===== src/rtl/system_issue_unit.sv =====
// system_issue_unit
//   Issue stage in front of the SYSTEM execution unit. Decodes SYSTEM
//   instructions into t_sysop, buffers them in a 2-entry skid buffer so that
//   o_ready is a flop, and presents one op per cycle to execute/writeback.
//   SCALL, SBREAK and illegal encodings never reach execute; they park in the
//   output slot and raise a held trap request until the trap controller acks,
//   after which one FLUSH cycle discards everything buffered behind them.
//
// Ports
//   i_aclk, i_reset          clock, synchronous active-high reset
//   i_valid/o_ready          upstream handshake (o_ready is registered)
//   i_instr, i_pc            raw instruction word and its address
//   o_valid/i_ready          downstream handshake
//   o_op, o_rd, o_pc         decoded op, destination register, address
//   o_trap_req/o_trap_cause  trap request (0=SCALL, 1=SBREAK, 2=illegal)
//   i_trap_ack               trap controller accepted the request
//   o_dbg_state              FSM state (0=RUN, 1=TRAP, 2=FLUSH)
//
// Handshakes: a transfer happens on a rising edge where valid && ready are
// both high; valid never depends on ready of the same interface, and the
// payload is held stable while valid && !ready.

package system_issue_pkg;
  typedef enum logic [3:0] {
    SOP_SCALL      = 4'd0,
    SOP_SBREAK     = 4'd1,
    SOP_RDCYCLE    = 4'd2,
    SOP_RDCYCLEH   = 4'd3,
    SOP_RDTIME     = 4'd4,
    SOP_RDTIMEH    = 4'd5,
    SOP_RDINSTRET  = 4'd6,
    SOP_RDINSTRETH = 4'd7,
    SOP_ILLEGAL    = 4'd8
  } t_sysop;
endpackage

module system_issue_unit
  import system_issue_pkg::*;
#(
  parameter int PC_WIDTH = 32
) (
  input  logic                i_aclk,
  input  logic                i_reset,
  input  logic                i_valid,
  output logic                o_ready,
  input  logic [31:0]         i_instr,
  input  logic [PC_WIDTH-1:0] i_pc,
  output logic                o_valid,
  input  logic                i_ready,
  output t_sysop              o_op,
  output logic [4:0]          o_rd,
  output logic [PC_WIDTH-1:0] o_pc,
  output logic                o_trap_req,
  output logic [1:0]          o_trap_cause,
  input  logic                i_trap_ack,
  output logic [1:0]          o_dbg_state
);

  localparam logic [1:0] ST_RUN   = 2'd0;
  localparam logic [1:0] ST_TRAP  = 2'd1;
  localparam logic [1:0] ST_FLUSH = 2'd2;

  function automatic t_sysop decode(input logic [31:0] instr);
    t_sysop op;
    op = SOP_ILLEGAL;
    if (instr[6:0] == 7'b1110011) begin
      if (instr[14:12] == 3'b000) begin
        if (instr[19:15] == 5'd0 && instr[11:7] == 5'd0) begin
          if (instr[31:20] == 12'h000)      op = SOP_SCALL;
          else if (instr[31:20] == 12'h001) op = SOP_SBREAK;
        end
      end else if (instr[14:12] == 3'b010 && instr[19:15] == 5'd0) begin
        case (instr[31:20])
          12'hC00: op = SOP_RDCYCLE;
          12'hC80: op = SOP_RDCYCLEH;
          12'hC01: op = SOP_RDTIME;
          12'hC81: op = SOP_RDTIMEH;
          12'hC02: op = SOP_RDINSTRET;
          12'hC82: op = SOP_RDINSTRETH;
          default: op = SOP_ILLEGAL;
        endcase
      end
    end
    return op;
  endfunction

  function automatic logic is_trap(input t_sysop op);
    return (op == SOP_SCALL) || (op == SOP_SBREAK) || (op == SOP_ILLEGAL);
  endfunction

  logic [1:0]          state_q, state_d;
  logic                ready_q, ready_d;
  logic                slot_full_q, slot_full_d;
  t_sysop              slot_op_q, slot_op_d;
  logic [4:0]          slot_rd_q, slot_rd_d;
  logic [PC_WIDTH-1:0] slot_pc_q, slot_pc_d;
  logic [1:0]          cnt_q, cnt_d;
  t_sysop              e0_op_q, e0_op_d, e1_op_q, e1_op_d;
  logic [4:0]          e0_rd_q, e0_rd_d, e1_rd_q, e1_rd_d;
  logic [PC_WIDTH-1:0] e0_pc_q, e0_pc_d, e1_pc_q, e1_pc_d;

  t_sysop     in_op;
  logic       accept;
  logic       slot_free;
  logic       take_in;
  logic       pop;
  logic [1:0] cnt_after_pop;

  always_comb begin
    state_d     = state_q;
    slot_full_d = slot_full_q;
    slot_op_d   = slot_op_q;
    slot_rd_d   = slot_rd_q;
    slot_pc_d   = slot_pc_q;
    cnt_d       = cnt_q;
    e0_op_d     = e0_op_q;
    e0_rd_d     = e0_rd_q;
    e0_pc_d     = e0_pc_q;
    e1_op_d     = e1_op_q;
    e1_rd_d     = e1_rd_q;
    e1_pc_d     = e1_pc_q;
    take_in     = 1'b0;
    pop         = 1'b0;

    in_op  = decode(i_instr);
    accept = i_valid && ready_q;
    // In RUN a full slot always holds a non-trap op (trap ops move the FSM
    // to TRAP as they load), so it frees whenever downstream takes it.
    slot_free = (state_q == ST_RUN) && (!slot_full_q || i_ready);

    if (slot_free) begin
      if (cnt_q != 2'd0) begin
        // Older buffered ops go first to keep FIFO order.
        pop         = 1'b1;
        slot_full_d = 1'b1;
        slot_op_d   = e0_op_q;
        slot_rd_d   = e0_rd_q;
        slot_pc_d   = e0_pc_q;
      end else if (accept) begin
        // Empty buffer: bypass straight into the slot for 1-cycle latency.
        take_in     = 1'b1;
        slot_full_d = 1'b1;
        slot_op_d   = in_op;
        slot_rd_d   = i_instr[11:7];
        slot_pc_d   = i_pc;
      end else begin
        slot_full_d = 1'b0;
      end
      if (slot_full_d && is_trap(slot_op_d)) state_d = ST_TRAP;
    end

    cnt_after_pop = cnt_q;
    if (pop) begin
      e0_op_d       = e1_op_q;
      e0_rd_d       = e1_rd_q;
      e0_pc_d       = e1_pc_q;
      cnt_after_pop = cnt_q - 2'd1;
    end
    cnt_d = cnt_after_pop;
    if (accept && !take_in) begin
      if (cnt_after_pop == 2'd0) begin
        e0_op_d = in_op;
        e0_rd_d = i_instr[11:7];
        e0_pc_d = i_pc;
      end else begin
        e1_op_d = in_op;
        e1_rd_d = i_instr[11:7];
        e1_pc_d = i_pc;
      end
      cnt_d = cnt_after_pop + 2'd1;
    end

    case (state_q)
      ST_TRAP: begin
        if (i_trap_ack) begin
          state_d     = ST_FLUSH;
          slot_full_d = 1'b0;
        end
      end
      ST_FLUSH: begin
        // Everything accepted behind the trapping op is dropped.
        state_d = ST_RUN;
        cnt_d   = 2'd0;
      end
      default: ;
    endcase

    ready_d = (cnt_d != 2'd2) && (state_d != ST_FLUSH);
  end

  always_ff @(posedge i_aclk) begin
    if (i_reset) begin
      state_q     <= ST_RUN;
      ready_q     <= 1'b1;
      slot_full_q <= 1'b0;
      slot_op_q   <= SOP_SCALL;
      slot_rd_q   <= '0;
      slot_pc_q   <= '0;
      cnt_q       <= '0;
      e0_op_q     <= SOP_SCALL;
      e0_rd_q     <= '0;
      e0_pc_q     <= '0;
      e1_op_q     <= SOP_SCALL;
      e1_rd_q     <= '0;
      e1_pc_q     <= '0;
    end else begin
      state_q     <= state_d;
      ready_q     <= ready_d;
      slot_full_q <= slot_full_d;
      slot_op_q   <= slot_op_d;
      slot_rd_q   <= slot_rd_d;
      slot_pc_q   <= slot_pc_d;
      cnt_q       <= cnt_d;
      e0_op_q     <= e0_op_d;
      e0_rd_q     <= e0_rd_d;
      e0_pc_q     <= e0_pc_d;
      e1_op_q     <= e1_op_d;
      e1_rd_q     <= e1_rd_d;
      e1_pc_q     <= e1_pc_d;
    end
  end

  assign o_ready      = ready_q;
  assign o_valid      = slot_full_q && (state_q == ST_RUN);
  assign o_op         = slot_op_q;
  assign o_rd         = slot_rd_q;
  assign o_pc         = slot_pc_q;
  assign o_trap_req   = (state_q == ST_TRAP);
  // The slot is frozen in TRAP, so the cause is stable for the whole request.
  assign o_trap_cause = (state_q != ST_TRAP)       ? 2'd0 :
                        (slot_op_q == SOP_SCALL)   ? 2'd0 :
                        (slot_op_q == SOP_SBREAK)  ? 2'd1 : 2'd2;
  assign o_dbg_state  = state_q;

endmodule

===== config.mk =====
export PLATFORM = sky130hd
export DESIGN_NAME = system_issue_unit
export DESIGN_NICKNAME = d
export VERILOG_FILES = /design/src/rtl/system_issue_unit.sv
export SDC_FILE = /design/constraint.sdc
export NUM_CORES = 1
export LEC_CHECK = 0
export ABC_AREA = 1
export CAP_MARGIN = 20
export CORE_ASPECT_RATIO = 1.2
export CORE_MARGIN = 2
export CORE_UTILIZATION = 30
export CTS_BUF_LIST = sky130_fd_sc_hd__clkbuf_8 sky130_fd_sc_hd__clkbuf_16
export CTS_CLUSTER_SIZE = 14
export DETAILED_ROUTE_END_ITERATION = 8
export SYNTH_ARGS = -nofsm -noshare
export SYNTH_HDL_FRONTEND = slang
export SYNTH_SLANG_ARGS = --single-unit

===== constraint.sdc =====
create_clock -name i_aclk -period 5.3 [get_ports i_aclk]
set_input_delay 1.59 -clock i_aclk [delete_from_list [all_inputs] [get_ports i_aclk]]
set_output_delay 1.59 -clock i_aclk [all_outputs]
set_load 0.02 [all_outputs]

; Word level (Yosys, flattened, before mapping)
; Cells that the tools add are included.
[word_totals]
register_bits = 129
[op_classes]
bitwise_logic = 1
mux = 43
eq_ne = 17
n_reduce_logical = 25
addsub = 2
[ops]
columns = cell, count
row1 = $mux 32, 5
row2 = $eq 12x12->1 const B, 6
row3 = $mux 4, 12
row4 = $mux 5, 5
row5 = $pmux 4 s6, 1
row6 = $mux 2, 9
row7 = $eq 12x1->1 const B, 1
row8 = $logic_not 12->1, 1
row9 = $logic_not 5->1, 2
row10 = $mux 1, 10
row11 = $eq 4x1->1 const B, 2
row12 = $logic_and 1x1->1, 8
row13 = $logic_not 4->1, 2
row14 = $eq 7x7->1 const B, 1
row15 = $eq 4x4->1 const B, 1
row16 = $logic_not 2->1, 2
row17 = $ne 2x2->1 const B, 2
row18 = $pmux 2 s2, 1
row19 = $reduce_and 2->1, 2
row20 = $reduce_bool 2->1, 2
row21 = $eq 3x2->1 const B, 1
row22 = $logic_not 3->1, 1
row23 = $logic_or 1x1->1, 3
row24 = $add 2x1->2 const B, 1
row25 = 6 further kinds, 7

; Logic depth before layout (Yosys ltp)
[depth]
depth_word = 19
depth_mapped = 16

; Worst setup path before layout
; Ideal clock, no wire load.
[synth_path]
path_kind = in2reg
from = input port i_ready
to = register e1_pc_q[0]
t_required_ns = 5.184
path_stages = 12
path_slack_ns = 2.174
arrival_time_ns = 3.010
path_buffers = 1
cell_sequence = inv_1 nand2_1 nand2_4 nor2_4 xor2_1 inv_1 ha_1 nor2_4 inv_2 buf_2 nor2_1 nor2_1
[synth_via]
elab_chain_cells = 7
elab_cells_between_ends = 10
cone_classes = mux (3) / bitwise (1) / reduce/logical (6)
[synth_rtl]
columns = element, line
row1 = from (decl), 49  ; input logic i_ready,
row2 = $logic_or 1x1->1 (*), 129  ; slot_free = (state_q == ST_RUN) && (!slot_full_q || i_ready);
row3 = $logic_and 1x1->1 (*), 129
row4 = $mux 1, 131  ; if (slot_free) begin
row5 = $mux 2, 153  ; if (pop) begin
row6 = $logic_not 2->1, 161  ; if (cnt_after_pop == 2'd0) begin
row7 = $not 1->1 (no source line), -
row8 = $reduce_and 2->1 (no source line) (*), -
row9 = to (signal assigned), 219  ; e1_pc_q <= e1_pc_d;
row10 = to (decl), 100  ; logic [PC_WIDTH-1:0] e0_pc_q, e0_pc_d, e1_pc_q, e1_pc_d;
; Every way passes the cells marked *; elsewhere a longest branch is shown, timed or not.
; A chain may end at the register's enable or synchronous reset.

; Final worst setup path
[layout_path]
from = input port i_ready
to = register e1_pc_q[10]
; The elaborated chain is that of the path after synthesis.

==> run_results.csv <==
group,metric,value,unit
power_and_ir_drop,power_frac_clock,24.4,%
worst_setup_path,rrSetupSlack,2.06,ns
final_layout,area_delta_synth_final,33.8,%
floorplanning,fp-row-count,55,
yosys,netlist_instances,781,
yosys,yosysTopAreaCellShare,45.6,%
yosys,ys_seq_elements,129,
worst_setup_path,worstPathArrival,4.35,ns
global_routing,grt.met2_usage,26.6,%
timing,rsz0062_at_grt,"no",
power_and_ir_drop,ir_drop,0.000238,V
worst_hold_path,hp-start,"e1_pc_q[31]",
global_routing,grtUsageMet1,19.4,%
final_layout,diodes,0,
placement,place_inst,1108,
floorplanning,start_util,30.3,%
final_layout,drive_above_1_share,7.81,%
yosys,synth_common_cells,"193 x nand2_1, 129 x dfxtp_1, 107 x o21ai_0",
worst_hold_path,worstHoldPathType,"reg2reg",
floorplanning,core_region_area,18700,um^2
clocking,hold_buffers,0,
clocking,cts_resized,0,
worst_setup_path,cp_data_required_time,5.60,ns
yosys,synth_area,5670,um^2
final_layout,nets,945,
clocking,clkLatencyLatePin,0.41,ns
worst_hold_path,whs_path_depth,2,
global_routing,grt_pass1_vias,5218,
worst_hold_path,hold-path-endpoint,"e0_pc_q[31]",
yosys,synth_cell_types,31,
global_routing,grt_pass1_wl,25600,um
yosys,synth_edf_count,0,
timing,fin_crit_sh,76.5,%
clocking,cts_buffer_depth,2,
timing,min_period,4.05,ns
global_routing,top_usage_layer,"met2",
power_and_ir_drop,power_frac_seq,34.1,%
yosys,yosys.cell_count.top_type,"nand2_1",
global_routing,grt-ovfl-total,0,
worst_setup_path,path_max_fanout,37,
timing,fin_tns_setup,0,ns
worst_setup_path,regToRegStartpoint,"cnt_q[0]",
floorplanning,die_x,129,um
clocking,cts_tree,"yes",
floorplanning,pin_count,117,
clocking,root_buffer,"clkbuf_16",
power_and_ir_drop,combPwrFrac,41.5,%
worst_setup_path,startpoint_type,"primary input",
timing,worst_pin_slew,0.917,ns
global_routing,grt_start_max_net_pins,76,
route,drtIter0Drc,398,
placement,dp_hpwl,9920,um
global_routing,track_usage,15.8,%
worst_setup_path,worst_setup_path_startpoint,"i_ready",
route,remaining_drc_errors,0,
job,maxCapViolCount,0,
clocking,clkTransAtPathRegs,0.06,ns
timing,skew,0.00642,ns
route,wl_per_cell,13.4,um
yosys,syn_nets,855,
power_and_ir_drop,p_int,2.97,mW
timing,maxSlewHeadroom,38.8,%
floorplanning,dieArea,20000,um^2
status,outcome,"completed",
yosys,synth_flop_cell,"dfxtp_1",
global_routing,grt_antenna_before_repair,0,
worst_setup_path,reg2reg_depth,10,
power_and_ir_drop,power_switching,1.93,mW
placement,numPortBuffers,116,
power_and_ir_drop,p_sw_share,39.4,%
timing,setup_viol,0,
timing,finalHoldViolCount,0,
yosys,yosys_warnings,0,
clocking,cts_buffers,17,
yosys,async_flop_share,0,%
floorplanning,die_y,155,um
power_and_ir_drop,p_per_area,645,nW/um^2
worst_setup_path,worst-setup-path-type,"in2reg",
yosys,synth_top_area_cell,"dfxtp_1",
route,drtAntennaViolNets,0,
placement,place.gp.congestion,0.768,
route,num_vias,5380,
yosys,syn_avg_cell_area,7.26,um^2
power_and_ir_drop,p_leak,2.93,nW
route,viasPerCell,4.72,
worst_setup_path,r2r_end,"e1_pc_q[10]",
timing,max_freq,247,MHz
worst_setup_path,crit_path_end_kind,"flop",
route,dr.pass1.iters,5,
route,wl,15300,um
clocking,cts.sinks,129,
global_routing,grt_use_met3,3.84,%
yosys,synth.area.top_cells,"dfxtp_1 46%, nand2_1 13%, o21ai_0 9.5%",
clocking,cts_setup_buffers,0,
yosys,yosysSeqAreaShare,45.6,%
clocking,htree_levels,4,
final_layout,fin_cells,1140,
timing,drv_slew,0,
==> cells in the final DEF (no fill, tap or decap), types with 2 or more instances in the layout <==
master / instances
ha_1: 4
bufinv_16: 3
a211oi_1: 3
nor3_1: 2
o21ai_0: 107
clkbuf_8: 3
clkinv_2: 4
a21oi_1: 14
nand2_1: 193
dfxtp_1: 129
nor2_4: 6
nor2_2: 6
buf_4: 6
inv_1: 41
nand2_2: 3
clkinvlp_4: 3
nand3_2: 4
clkbuf_16: 17
a31oi_1: 64
inv_2: 9
a311oi_1: 12
o21ai_1: 9
nor2_1: 104
nand4_1: 2
nand3_1: 11
clkdlybuf4s50_1: 116
==> registers in the layout, indices dropped and copies added (netlist names) <==
name         flops
e0_pc_q         32
e1_pc_q         32
o_pc            32
e0_rd_q          5
e1_rd_q          5
o_rd             5
e0_op_q          4
e1_op_q          4
o_op             4
cnt_q            2
o_dbg_state      2
o_ready          1
slot_full_q      1
==> per-layer routing <==
layer	up-vias	part of all wire (%)
met1	2434	44
met4	0	2.6
met2	130	49
met5	-	0
li1	2790	-
met3	26	4.4
==> power by group through the flow <==
| stage | clock network, mW | registers (mW) | logic [mW] |
|---|---|---|---|
| final | 1.19 | 1.67 | 2.03 |
| after global routing | 1.25 | 1.73 | 2.28 |
| after detailed placement | 0 | 1.69 | 2.05 |
| after global placement | 0 | 1.69 | 2.02 |
| after CTS | 1.21 | 1.67 | 2.06 |
| after floorplan | 0 | 1.84 | 1.20 |
==> worst max path at each step <==
stage	end	slack [ns]	cells past startpoint
2_1_floorplan	e1_pc_q[0]	2.17	12
3_3_place_gp	e1_pc_q[12]	0.88	12
3_5_place_dp	e1_pc_q[7]	0.81	12
4_1_cts	e1_pc_q[10]	1.22	12
5_1_grt	e1_rd_q[1]	0.97	12
6_report	e1_pc_q[10]	1.25	12
==> stage by stage <==
step                total power, mW  utilization (%)  cell area, um^2  worst slack [ns]  hold WS, ns
finish                         4.89             40.5             7580              1.25        0.473
detailed placement             3.74             37.3             6980             0.808        0.469
global route                   5.27             40.5             7580             0.973        0.491
CTS                            4.94             40.5             7580              1.22        0.476
global placement               3.71             37.3             6980             0.882        0.464
floorplan                      3.04                -             5670              2.17        0.456
==> critical path, cell delays in order <==
cell and delay, ns:
clkdlybuf4s50_1 0.45, inv_1 0.05, nand2_1 0.09, nand2_4 0.11, nor2_4 0.31, xor2_1 0.26
inv_1 0.07, ha_1 0.23, nor2_4 0.47, inv_2 0.43, nor2_1 0.20, nor2_1 0.07
==> kinds of logic after synthesis <==
| kind of cell | synth area share, % |
|---|---|
| AND/OR/NAND/NOR | 24.6 |
| AO/OA/AOI/OAI | 21.0 |
| flip-flops | 45.6 |
| buffers and inverters | 7.49 |
| adder cells (fa/ha/maj) | 1.10 |
| XOR/XNOR | 0.155 |
==> area by class of cell <==
| class | count | area, um^2 |
|---|---|---|
| Fill cell | 1941 | 11100 |
| Multi-Input combinational cell | 552 | 2670 |
| Sequential cell | 129 | 2580 |
| Timing Repair Buffer | 123 | 1230 |
| Clock buffer | 20 | 467 |
| Tap cell | 256 | 320 |
| Inverter | 48 | 180 |
| Clock inverter | 12 | 140 |
No activity file was read; power rests on OpenSTA's default activity.
